### src/rtl/mem_arbiter.sv
// -----------------------------------------------------------------------------
// mem_arbiter
//   Two-port round-robin arbiter in front of a single-cycle-latency RAM.
//   Each port issues one request at a time. It gets one response, read or write,
//   two cycles after the request is accepted. The response is held until the
//   consumer takes it.
//
//   Ports:
//     clk, reset            - sole clock; synchronous active-high reset
//     pN_rq_valid/ready/rq  - port N request {addr[64:33], iswrite[32], wdata[31:0]}
//     pN_rs_valid/ready/rs  - port N response (read data / pre-write contents)
//     ram_rq_en/addr/we/wdata - RAM access strobe, byte address, write enable/data
//     ram_rs_en/rdata       - RAM read data, valid one cycle after ram_rq_en
//     err/err_addr          - sticky out-of-range flag and first offending address
// -----------------------------------------------------------------------------

// Per-port request/response sequencer. It walks IDLE -> WAIT -> HOLD and holds
// the response register until the consumer takes it.
module mem_arbiter_port (
    input  logic        clk,
    input  logic        reset,
    input  logic        grant,     // request accepted this cycle
    input  logic        cap_en,    // this port owns the RAM data returning now
    input  logic [31:0] cap_data,  // RAM data or 0 for out-of-range requests
    input  logic        rs_ready,
    output logic        idle,
    output logic        rs_valid,
    output logic [31:0] rs
);
    typedef enum logic [1:0] {
        IDLE = 2'd0,
        WAIT = 2'd1,
        HOLD = 2'd2
    } state_t;

    state_t state_q, state_d;

    always_ff @(posedge clk) begin
        if (reset) state_q <= IDLE;
        else       state_q <= state_d;
    end

    always_comb begin
        state_d = state_q;
        case (state_q)
            IDLE:    if (grant) state_d = WAIT;
            WAIT:    state_d = HOLD;
            HOLD:    if (rs_ready) state_d = IDLE;
            default: state_d = IDLE;
        endcase
    end

    // The response register keeps its value once the handshake is done. It is
    // only rewritten by the next request's capture.
    always_ff @(posedge clk) begin
        if (reset)                         rs <= 32'h0;
        else if (state_q == WAIT && cap_en) rs <= cap_data;
    end

    assign idle     = (state_q == IDLE);
    assign rs_valid = (state_q == HOLD);
endmodule

module mem_arbiter #(
    parameter int LGSZW = 8
) (
    input  logic             clk,
    input  logic             reset,
    input  logic             p0_rq_valid,
    output logic             p0_rq_ready,
    input  logic [64:0]      p0_rq,
    output logic             p0_rs_valid,
    input  logic             p0_rs_ready,
    output logic [31:0]      p0_rs,
    input  logic             p1_rq_valid,
    output logic             p1_rq_ready,
    input  logic [64:0]      p1_rq,
    output logic             p1_rs_valid,
    input  logic             p1_rs_ready,
    output logic [31:0]      p1_rs,
    output logic             ram_rq_en,
    output logic [LGSZW+1:0] ram_addr,
    output logic             ram_we,
    output logic [31:0]      ram_wdata,
    input  logic             ram_rs_en,
    input  logic [31:0]      ram_rdata,
    output logic             err,
    output logic [31:0]      err_addr
);
    localparam int AW = LGSZW + 2;

    logic [1:0]        rq_valid, rs_ready, rs_valid, idle, elig, gnt, cap_en;
    logic [1:0][64:0]  rq;
    logic [1:0][31:0]  rs;

    logic        gsel;       // index of granted port (valid when |gnt)
    logic [64:0] sel_rq;
    logic [31:0] sel_addr;
    logic        in_range;

    logic        last_grant;
    logic        own_vld, own_port, own_inr;
    logic [31:0] cap_data;

    assign rq_valid = {p1_rq_valid, p0_rq_valid};
    assign rs_ready = {p1_rs_ready, p0_rs_ready};
    assign rq       = {p1_rq, p0_rq};

    assign p0_rq_ready = gnt[0];
    assign p1_rq_ready = gnt[1];
    assign p0_rs_valid = rs_valid[0];
    assign p1_rs_valid = rs_valid[1];
    assign p0_rs       = rs[0];
    assign p1_rs       = rs[1];

    // Arbitration: on a tie the port that did not win last time goes first.
    always_comb begin
        elig = rq_valid & idle;
        gnt  = 2'b00;
        if (!reset) begin
            if (elig == 2'b11) gnt = last_grant ? 2'b01 : 2'b10;
            else               gnt = elig;
        end
    end

    assign gsel     = gnt[1];
    assign sel_rq   = rq[gsel];
    assign sel_addr = sel_rq[64:33];
    assign in_range = ((sel_addr >> AW) == 32'd0);

    // Out-of-range requests never reach the RAM, so their writes are dropped.
    assign ram_rq_en = (|gnt) && in_range;
    assign ram_we    = ram_rq_en && sel_rq[32];
    assign ram_addr  = sel_addr[AW-1:0];
    assign ram_wdata = sel_rq[31:0];

    // The owner register tracks whose RAM response arrives next cycle. A
    // ram_rs_en that no access of ours produced is ignored because own_vld is
    // clear. This includes the one right after reset.
    always_ff @(posedge clk) begin
        if (reset) begin
            last_grant <= 1'b1;
            own_vld    <= 1'b0;
            own_port   <= 1'b0;
            own_inr    <= 1'b0;
            err        <= 1'b0;
            err_addr   <= 32'h0;
        end else begin
            own_vld <= |gnt;
            if (|gnt) begin
                own_port   <= gsel;
                own_inr    <= in_range;
                last_grant <= gsel;
                if (!in_range && !err) begin
                    err      <= 1'b1;
                    err_addr <= sel_addr;
                end
            end
        end
    end

    assign cap_data = (own_inr && ram_rs_en) ? ram_rdata : 32'h0;

    for (genvar i = 0; i < 2; i++) begin : g_port
        assign cap_en[i] = own_vld && (own_port == 1'(i));

        mem_arbiter_port u_port (
            .clk      (clk),
            .reset    (reset),
            .grant    (gnt[i]),
            .cap_en   (cap_en[i]),
            .cap_data (cap_data),
            .rs_ready (rs_ready[i]),
            .idle     (idle[i]),
            .rs_valid (rs_valid[i]),
            .rs       (rs[i])
        );
    end
endmodule

### config.mk
export PLATFORM = sky130hd
export DESIGN_NAME = mem_arbiter
export DESIGN_NICKNAME = d
export VERILOG_FILES = /design/src/rtl/mem_arbiter.sv
export SDC_FILE = /design/constraint.sdc
export NUM_CORES = 1
export LEC_CHECK = 0
export ABC_AREA = 1
export CELL_PAD_IN_SITES_DETAIL_PLACEMENT = 1
export CELL_PAD_IN_SITES_GLOBAL_PLACEMENT = 1
export CORE_MARGIN = 2
export CORE_UTILIZATION = 25
export DETAILED_ROUTE_END_ITERATION = 16
export PLACE_DENSITY = 0.9
export SYNTH_ARGS = -nofsm -noshare
export SYNTH_HDL_FRONTEND = slang
export SYNTH_SLANG_ARGS = --single-unit
### constraint.sdc
create_clock -name clk -period 4.1 [get_ports clk]
set_input_delay 1.025 -clock clk [delete_from_list [all_inputs] [get_ports clk]]
set_output_delay 1.025 -clock clk [all_outputs]
set_load 0.01 [all_outputs]
==> results_tabular.tex, run 1 <==
\begin{tabular}{lr}
\hline
Metric & Value \\
\hline
\multicolumn{2}{l}{\textbf{Routing}} \\
\quad 1st-iter DRT viols & roughly 210 \\
\quad Routed Antenna Nets & 0 \\
\quad DR pass1 iterations & 5 \\
\quad Remaining routing DRC violations & 0 \\
\quad Total vias in the final route & 6140 \\
\quad Routed wire length per instance & approximately 17 um \\
\quad Mean number of vias per cell & between 4 and 5 \\
\quad Total Routed Length & approximately 23000 um \\
\multicolumn{2}{l}{\textbf{Synthesis}} \\
\quad Synthesized netlist net count & between 900 and 1k \\
\quad Library cells used by synthesis & 26 \\
\quad Gate count after technology mapping & approximately 790 \\
\quad Share of the yosys chip area belonging to registers & 39.2\% \\
\quad Most used flip-flop cell after synthesis & dfxtp\_1 \\
\quad Synth async-reset ratio & 0\% \\
\quad Cell area after technology mapping & 0.00537 mm\^{}2 \\
\quad Seq cells post-synth & 105 \\
\quad Mean area per synthesized cell & between 6 and 7 um\^{}2 \\
\quad Count of flip-flops with a built-in enable after synthesis & 0 \\
\quad Ys Warns & 0 \\
\multicolumn{2}{l}{\textbf{Timing}} \\
\quad Hold Vio Cnt, Final & 0 \\
\quad RSZ-0062 raised after global routing & no \\
\quad Actual slew at the worst max-slew pin & $\sim$0.96 ns \\
\quad Shortest period the worst path allows & about 3.8 ns \\
\quad Number of failing setup endpoints in the final timing report & 0 \\
\quad Maximum clock skew at final layout & about 0.0074 ns \\
\quad Normalized max-slew margin & between 30\% and 40\% \\
\quad Fmax & approximately 260 MHz \\
\quad Final-report max-slew violation count & 0 \\
\quad Final period util & between 90\% and 100\% \\
\multicolumn{2}{l}{\textbf{Setup path}} \\
\quad Critical Path RT & $\sim$3.1 ns \\
\quad Most used cell, CP & nand2\_1 \\
\quad Slowest cell delay on critical path & $\sim$0.24 ns \\
\quad Crit end category & output port \\
\quad Signal arrival time at the worst endpoint & roughly 2.8 ns \\
\quad CP max stage cell & dlygate4sd2\_1 \\
\quad Element type at the critical path start & primary input \\
\quad Cell Chain, Critical Path & dlygate4sd2\_1, nand2\_2, nor2\_8, buf\_12, nand2\_4, nand2\_1, nand2\_1, nor2\_1, nand3\_1, nor2\_4, nand3\_4, inv\_1, clkdlybuf4s15\_2 \\
\quad Setup CP Type & primary input to output port \\
\quad Top fanout value on the critical path & 7 \\
\multicolumn{2}{l}{\textbf{Status}} \\
\quad Run status & finished, final reports clean \\
\multicolumn{2}{l}{\textbf{Cells and area}} \\
\quad Post-layout net count & $\sim$1.2k \\
\quad Fraction of final layout cells with drive strength greater than 1 & 9.82\% \\
\quad Count of non-filler cells in the finished layout & between 1k and 1.5k \\
\quad Filler cell count in the final layout & around 2.6k \\
\quad Area occupied by multi-input gates & between 0.002 and 0.003 mm\^{}2 \\
\quad Register area & roughly 0.0021 mm\^{}2 \\
\quad Total non-filler cell area in the finished layout & around 0.009 mm\^{}2 \\
\quad Area growth from synthesis to layout & 68.5\% \\
\multicolumn{2}{l}{\textbf{CTS}} \\
\quad Total clock buffers created by CTS & 9 \\
\quad CTS H-tree depth & 3 \\
\quad Clock tree from TritonCTS & done \\
\quad CTS Sinks & 105 \\
\quad Clock-pin slew on the worst setup and hold paths & around 0.070 ns \\
\quad Clock Latency Late Sink & approximately 0.36 ns \\
\quad Library cell used as clock root buffer & clkbuf\_16 \\
\quad CTS max path bufs & 2 \\
\multicolumn{2}{l}{\textbf{Die}} \\
\quad Boundary Pins & 314 \\
\quad Width of the die & roughly 150 um \\
\quad Floorplan core area & 0.0210 mm\^{}2 \\
\quad Initial standard-cell utilization of the core & between 20\% and 30\% \\
\quad \# rows & 53 \\
\quad Total Die Area & 0.0227 mm\^{}2 \\
\quad Height of the die & 151 um \\
\multicolumn{2}{l}{\textbf{Power}} \\
\quad Psw & 832 uW \\
\quad Flop pwr share & $\sim$40\% \\
\quad Peak supply drop & between 0.15 and 0.2 mV \\
\quad Total power consumption of the routed design & $\sim$2.8 mW \\
\quad Power density of the placed cells & between 300 and 400 mW/mm\^{}2 \\
\quad P\_leak & 3.89 nW \\
\quad Internal Power & between 1.5 and 2 mW \\
\quad Proportion of total power due to net switching & approximately 30\% \\
\quad Clk network pwr share & a little under a third \\
\quad Share of total power in combinational logic & 29.1\% \\
\multicolumn{2}{l}{\textbf{Global route}} \\
\quad Wire length of the first global-routing pass & around 35000 um \\
\quad Vias in the first global route & roughly 6.4k \\
\quad Pin count of the biggest net entering global routing & 100 \\
\quad Initial antenna violation count & 5 \\
\quad GRT Residual Overflow & 0 \\
\quad Total global-route track usage & around a fifth \\
\multicolumn{2}{l}{\textbf{Place}} \\
\quad Post-place instance area & 0.00857 mm\^{}2 \\
\quad Total of buffers placed on input and output ports & 313 \\
\quad Number of instances in the placed design & $\sim$1.3k \\
\quad Global placement routability congestion & just under 0.8 \\
\quad Half-perimeter wire length after placement & between 15000 and 20000 um \\
\multicolumn{2}{l}{\textbf{Min path}} \\
\quad Path category of the worst min-delay check & register to register \\
\multicolumn{2}{l}{\textbf{Run}} \\
\quad Max-capacitance violation count & 0 \\
\hline
\end{tabular}
-- registers in the layout (all words and copies together) (netlist names) --
register               count
g_port.u_port.rs          64
err_addr                  32
g_port.u_port.state_q      4
err                        1
last_grant                 1
own_inr                    1
own_port                   1
own_vld                    1
-- through the flow --
stage / hold slack [ns] / TNS [ns] / worst slack [ns] / utilization, %
2_1_floorplan: 0.438 / 0 / 0.612 / -
3_3_place_gp: 0.460 / -6.13 / -0.505 / 40.8
3_5_place_dp: 0.473 / -9.52 / -0.606 / 40.8
4_1_cts: 0.492 / 0 / 0.000411 / 42.9
5_1_grt: 0.510 / 0 / 0.110 / 43.0
6_report: 0.487 / 0 / 0.301 / 43.0
-- cells in the final DEF, fill, tap and decap left out, types with 3 or more instances in the layout --
cell             Yosys  routed
clkdlybuf4s50_1      0     304
nand2_1            210     209
dfxtp_1            105     105
nor2_1              90      88
a21oi_1             84      84
o21ai_0             75      72
inv_1               55      55
buf_4               43      35
nand3_1             34      33
nand3_2             20      20
or2_2               10      10
clkbuf_16            0       9
diode_2              0       5
dlymetal6s2s_1       0       5
buf_12               0       4
nor2_4               0       3
-- power by group through the flow --
stage | Clock [mW] | Sequential [mW] | Combinational [mW]
finish | 0.860 | 1.12 | 0.809
floorplan | 0 | 1.16 | 0.340
global placement | 0 | 1.14 | 0.764
global route | 0.935 | 1.12 | 0.881
CTS | 0.890 | 1.12 | 0.818
detailed placement | 0 | 1.14 | 0.785
-- layer usage --
layer | up-vias | track usage, % | wire length, um | part of all wire [%]
met5 | - | 0 | 0 | 0
met3 | 43 | 5.45 | 1550 | 6.8
li1 | 3032 | - | - | -
met2 | 197 | 35.8 | 11700 | 51
met4 | 0 | 8.21 | 696 | 3.1
met1 | 2868 | 21.4 | 8870 | 39
-- Yosys cell counts (8+ instances only) --
cell type	number	area, um^2
a21oi_1	84	420
buf_2	9	45.0
buf_4	43	323
buf_6	8	90.1
clkbuf_1	31	116
dfxtp_1	105	2100
inv_1	55	206
nand2_1	210	788
nand3_1	34	170
nand3_2	20	200
nor2_1	90	338
o21ai_0	75	375
or2_2	10	62.6
-- final timing paths --
check	cells after the start	end	slack [ns]	from
worst max-delay path	13	ram_rq_en	0.30	p1_rq_valid
worst min-delay path	2	g_port[1].u_port.rs[15]	0.49	g_port[1].u_port.rs[15]
worst max register to register	15	err_addr[16]	1.62	g_port[1].u_port.state_q[0]
worst min register to register	2	g_port[1].u_port.rs[15]	0.49	g_port[1].u_port.rs[15]
-- final cells by class --
cell class              count  share of cell area [%]
clock inverters             6                   0.692
repair buffers            354                    39.0
flip-flops and latches    105                    23.2
diodes                      5                   0.138
multi-input cells         538                    28.3
inverters                  57                    2.39
well taps                 275                    3.80
clock buffers               9                    2.49
-- critical path: cells and delay by family --
kind / cells / cell delay [ns]
buffers and inverters: 4 / 0.68
and+or+nand+nor: 9 / 1.07
-- kinds of logic after synthesis --
logic type / synth area share, %
buffers and inverters: 14.8
flip-flops: 39.2
AO/OA/AOI/OAI: 15.3
AND/OR/NAND/NOR: 30.7
-- what timing repair did --
item / 4_1_cts / 5_1_grt
buffers inserted: 4 / 1
hold buffers: 0 / 0
pin swaps: 7 / 2
gates cloned: 3 / 0
resized for setup: 25 / 7
endpoints found under the setup margin: 45 / 34
No activity file was read; power rests on OpenSTA's default activity.
==> run 2, diff against run 1 <==
--- a/config.mk
+++ b/config.mk
@@ -8,10 +8,11 @@
 export ABC_AREA = 1
 export CELL_PAD_IN_SITES_DETAIL_PLACEMENT = 1
 export CELL_PAD_IN_SITES_GLOBAL_PLACEMENT = 1
-export CORE_MARGIN = 2
-export CORE_UTILIZATION = 25
+export CORE_AREA = 2 2 123 125
 export DETAILED_ROUTE_END_ITERATION = 16
-export PLACE_DENSITY = 0.9
+export DIE_AREA = 0 0 125 127
+export DONT_BUFFER_PORTS = 1
+export PLACE_DENSITY = 0.81
 export SYNTH_ARGS = -nofsm -noshare
 export SYNTH_HDL_FRONTEND = slang
 export SYNTH_SLANG_ARGS = --single-unit
==> run 2 against run 1 <==
Effect of this change: first-iteration DRC count up 39%; core utilization decreased by 5.2 points; non-clock buffer count fell by 343.
==> results_tabular.tex, run 2 (synthesized netlist as in run 1, its figures left out) <==
\begin{tabular}{lr}
\hline
Metric & Value \\
\hline
\multicolumn{2}{l}{\textbf{Cells and area}} \\
\quad Fraction of final layout cells with drive strength greater than 1 & 9.24\% \\
\quad Registers with the most flip-flops & g\_port.u\_port.rs x64, err\_addr x32, g\_port.u\_port.state\_q x4 \\
\quad Commonest cells after routing, fill and taps aside & 209 x nand2\_1, 105 x dfxtp\_1, 90 x nor2\_1 \\
\quad Count of inserted antenna diode cells & 0 \\
\quad Area growth from synthesis to layout & 1.54\% \\
\quad Commonest non-fill, non-tap cell in the layout & nand2\_1 \\
\quad Post-layout net count & a little under 900 \\
\quad Count of non-filler cells in the finished layout & just over 900 \\
\quad Filler cell count in the final layout & between 1.5k and 2k \\
\quad Number of flip-flops under the largest register name & 64 \\
\quad Register containing the most flip-flops in the final layout & g\_port.u\_port.rs \\
\multicolumn{2}{l}{\textbf{Setup path}} \\
\quad Setup CP Type & primary input to output port \\
\quad Worst R2R Setup Slack & roughly 1.7 ns \\
\quad Cell Chain, Critical Path & nand2\_2, nor2\_8, nand2\_4, buf\_4, nand2\_1, nand2\_1, nor2\_1, nand3\_1, nor2\_1, nand3\_1, a21oi\_1 \\
\quad Element type at the critical path start & primary input \\
\quad Slowest cell delay on critical path & $\sim$0.27 ns \\
\quad Critical path buffers and inverters & 1 \\
\quad CP Depth & 11 \\
\quad Critical Path RT & 3.07 ns \\
\quad Crit end category & output port \\
\quad Reg2Reg Capture Point & err\_addr[18] \\
\quad Startpoint of the worst-slack reg-to-reg timing path & g\_port[1].u\_port.state\_q[0] \\
\quad Worst r2r path cells & 15 \\
\quad CP max stage cell & a21oi\_1 \\
\quad Capture point of the critical path & ram\_we \\
\quad Critical path's top delay family & simple AND/OR/NAND/NOR gates \\
\quad Signal arrival time at the worst endpoint & roughly 2.6 ns \\
\quad Top fanout value on the critical path & 18 \\
\quad Worst setup path startpoint & p1\_rq\_valid \\
\multicolumn{2}{l}{\textbf{Timing}} \\
\quad Final-report max-slew violation count & 0 \\
\quad Aggregate negative setup slack & 0 ns \\
\quad Normalized max-slew margin & between 30 and 40\% \\
\quad Actual slew at the worst max-slew pin & about 0.9 ns \\
\quad RSZ-0062 raised after global routing & no \\
\quad Final period util & roughly nine tenths \\
\quad Maximum clock skew at final layout & about 0.0073 ns \\
\quad Hold Vio Cnt, Final & 0 \\
\quad Number of failing setup endpoints in the final timing report & 0 \\
\quad Shortest period the worst path allows & about 3.6 ns \\
\quad Fmax & roughly 280 MHz \\
\quad Final WS setup & $\sim$0.47 ns \\
\multicolumn{2}{l}{\textbf{Routing}} \\
\quad Mean number of vias per cell & about 5.2 \\
\quad DR pass1 iterations & 4 \\
\quad Total vias in the final route & around 4.7k \\
\quad Routed Antenna Nets & 0 \\
\quad 1st-iter DRT viols & approximately 290 \\
\quad Remaining routing DRC violations & 0 \\
\quad Total Routed Length & between 15000 and 20000 um \\
\quad Routed wire length per instance & approximately 18 um \\
\multicolumn{2}{l}{\textbf{Die}} \\
\quad Floorplan core area & around 0.014 mm\^{}2 \\
\quad Total Die Area & approximately 0.016 mm\^{}2 \\
\quad Initial standard-cell utilization of the core & between 30\% and 40\% \\
\quad Height of the die & roughly 130 um \\
\quad Width of the die & 125 um \\
\quad Boundary Pins & around 310 \\
\quad \# rows & 44 \\
\multicolumn{2}{l}{\textbf{Power}} \\
\quad P\_leak & approximately 2.5 nW \\
\quad Power density of the placed cells & around 440 mW/mm\^{}2 \\
\quad Peak supply drop & between 0.3 and 0.4 mV \\
\multicolumn{2}{l}{\textbf{Place}} \\
\quad Half-perimeter wire length after placement & approximately 12000 um \\
\quad Total of buffers placed on input and output ports & 0 \\
\quad Global placement routability congestion & 0.860 \\
\quad Number of instances in the placed design & around 890 \\
\quad Minimum setup slack after placement & roughly 0.44 ns \\
\multicolumn{2}{l}{\textbf{CTS}} \\
\quad CTS max path bufs & 2 \\
\quad CTS H-tree depth & 3 \\
\quad CTS Sinks & between 100 and 150 \\
\quad Clock-pin slew on the worst setup and hold paths & 0.07 ns \\
\quad Clock Latency Late Sink & around 0.35 ns \\
\quad Post-CTS resize count & 0 \\
\quad Library cell used as clock root buffer & clkbuf\_16 \\
\quad Setup fix buffers added after clock tree synthesis & 0 \\
\quad Clock tree from TritonCTS & done \\
\quad Number of buffers inserted for hold repair after clock tree synthesis & 0 \\
\quad Total clock buffers created by CTS & 9 \\
\multicolumn{2}{l}{\textbf{Global route}} \\
\quad Pin count of the biggest net entering global routing & 100 \\
\quad Wire length of the first global-routing pass & 25600 um \\
\quad Initial antenna violation count & 0 \\
\quad Vias in the first global route & $\sim$4.5k \\
\quad Total global-route track usage & $\sim$20\% \\
\quad GRT Residual Overflow & 0 \\
\multicolumn{2}{l}{\textbf{Run}} \\
\quad Max-capacitance violation count & 0 \\
\multicolumn{2}{l}{\textbf{Min path}} \\
\quad Path category of the worst min-delay check & register to register \\
\multicolumn{2}{l}{\textbf{Status}} \\
\quad Run status & finished, final reports clean \\
\hline
\end{tabular}
run 2: changes by cell type in the layout (fill, tap and decap cells not counted), sizes merged, moves of 2 or more:
| cell | change |
|---|---|
| buf | -30 |
| clkdlybuf4s50 | -304 |
| clkinv | +2 |
| clkinvlp | -2 |
| diode | -5 |
| dlygate4sd2 | -2 |
| dlymetal6s2s | -5 |
| nand2 | -2 |
run 2: how the worst min path moves through the flow:
stage	start	slack, ns	to	cells after the start
global route	own_inr	0.53	own_inr	2
CTS	own_port	0.52	own_port	2
finish	own_inr	0.51	own_inr	2
floorplan	own_inr	0.44	own_inr	2
global placement	own_port	0.50	own_port	2
detailed placement	own_inr	0.51	own_inr	2
run 2: worst reg2reg max path, cell delays in order (launching register included):
cell and delay (ns):
dfxtp_1 0.34, nor2_2 0.18, nand2_2 0.11, nor2_8 0.11, nand2_4 0.13, inv_2 0.34
nand2_1 0.10, nand2_1 0.10, nor2_1 0.05, nand3_1 0.10, nor2_1 0.09, nand2_2 0.08
buf_12 0.29, nand3_1 0.15, nand2_1 0.08, nor2_1 0.05
run 2: final cells by class:
class	instances	area (um^2)	share of cell area [%]
timing repair buffer	11	108	1.97
clock buffer	10	239	4.38
clock inverter	6	75.1	1.38
inverter	57	214	3.93
tap	184	230	4.22
sequential	105	2100	38.6
multi-input combinational	536	2480	45.5
run 2: per-layer routing:
layer / share of wire, % / GRT usage (%) / routed length, um
met1: 41 / 24.3 / 6750
met2: 49 / 33.4 / 8030
met3: 7.3 / 6.57 / 1210
met4: 3.3 / 8.24 / 552
met5: 0 / 0 / 0
run 2: stage by stage:
step	utilization (%)	area, um^2	hold slack, ns	power, mW
final	37.8	5450	0.511	2.41
after global routing	37.8	5450	0.530	2.55
after CTS	37.8	5450	0.522	2.45
after detailed placement	35.6	5140	0.506	1.54
after global placement	35.6	5140	0.504	1.53
after floorplan	-	5370	0.438	1.50
run 2: power breakdown:
part           switching [mW]  internal, mW
logic                   0.234         0.114
registers              0.0779          1.08
clock network           0.405         0.500
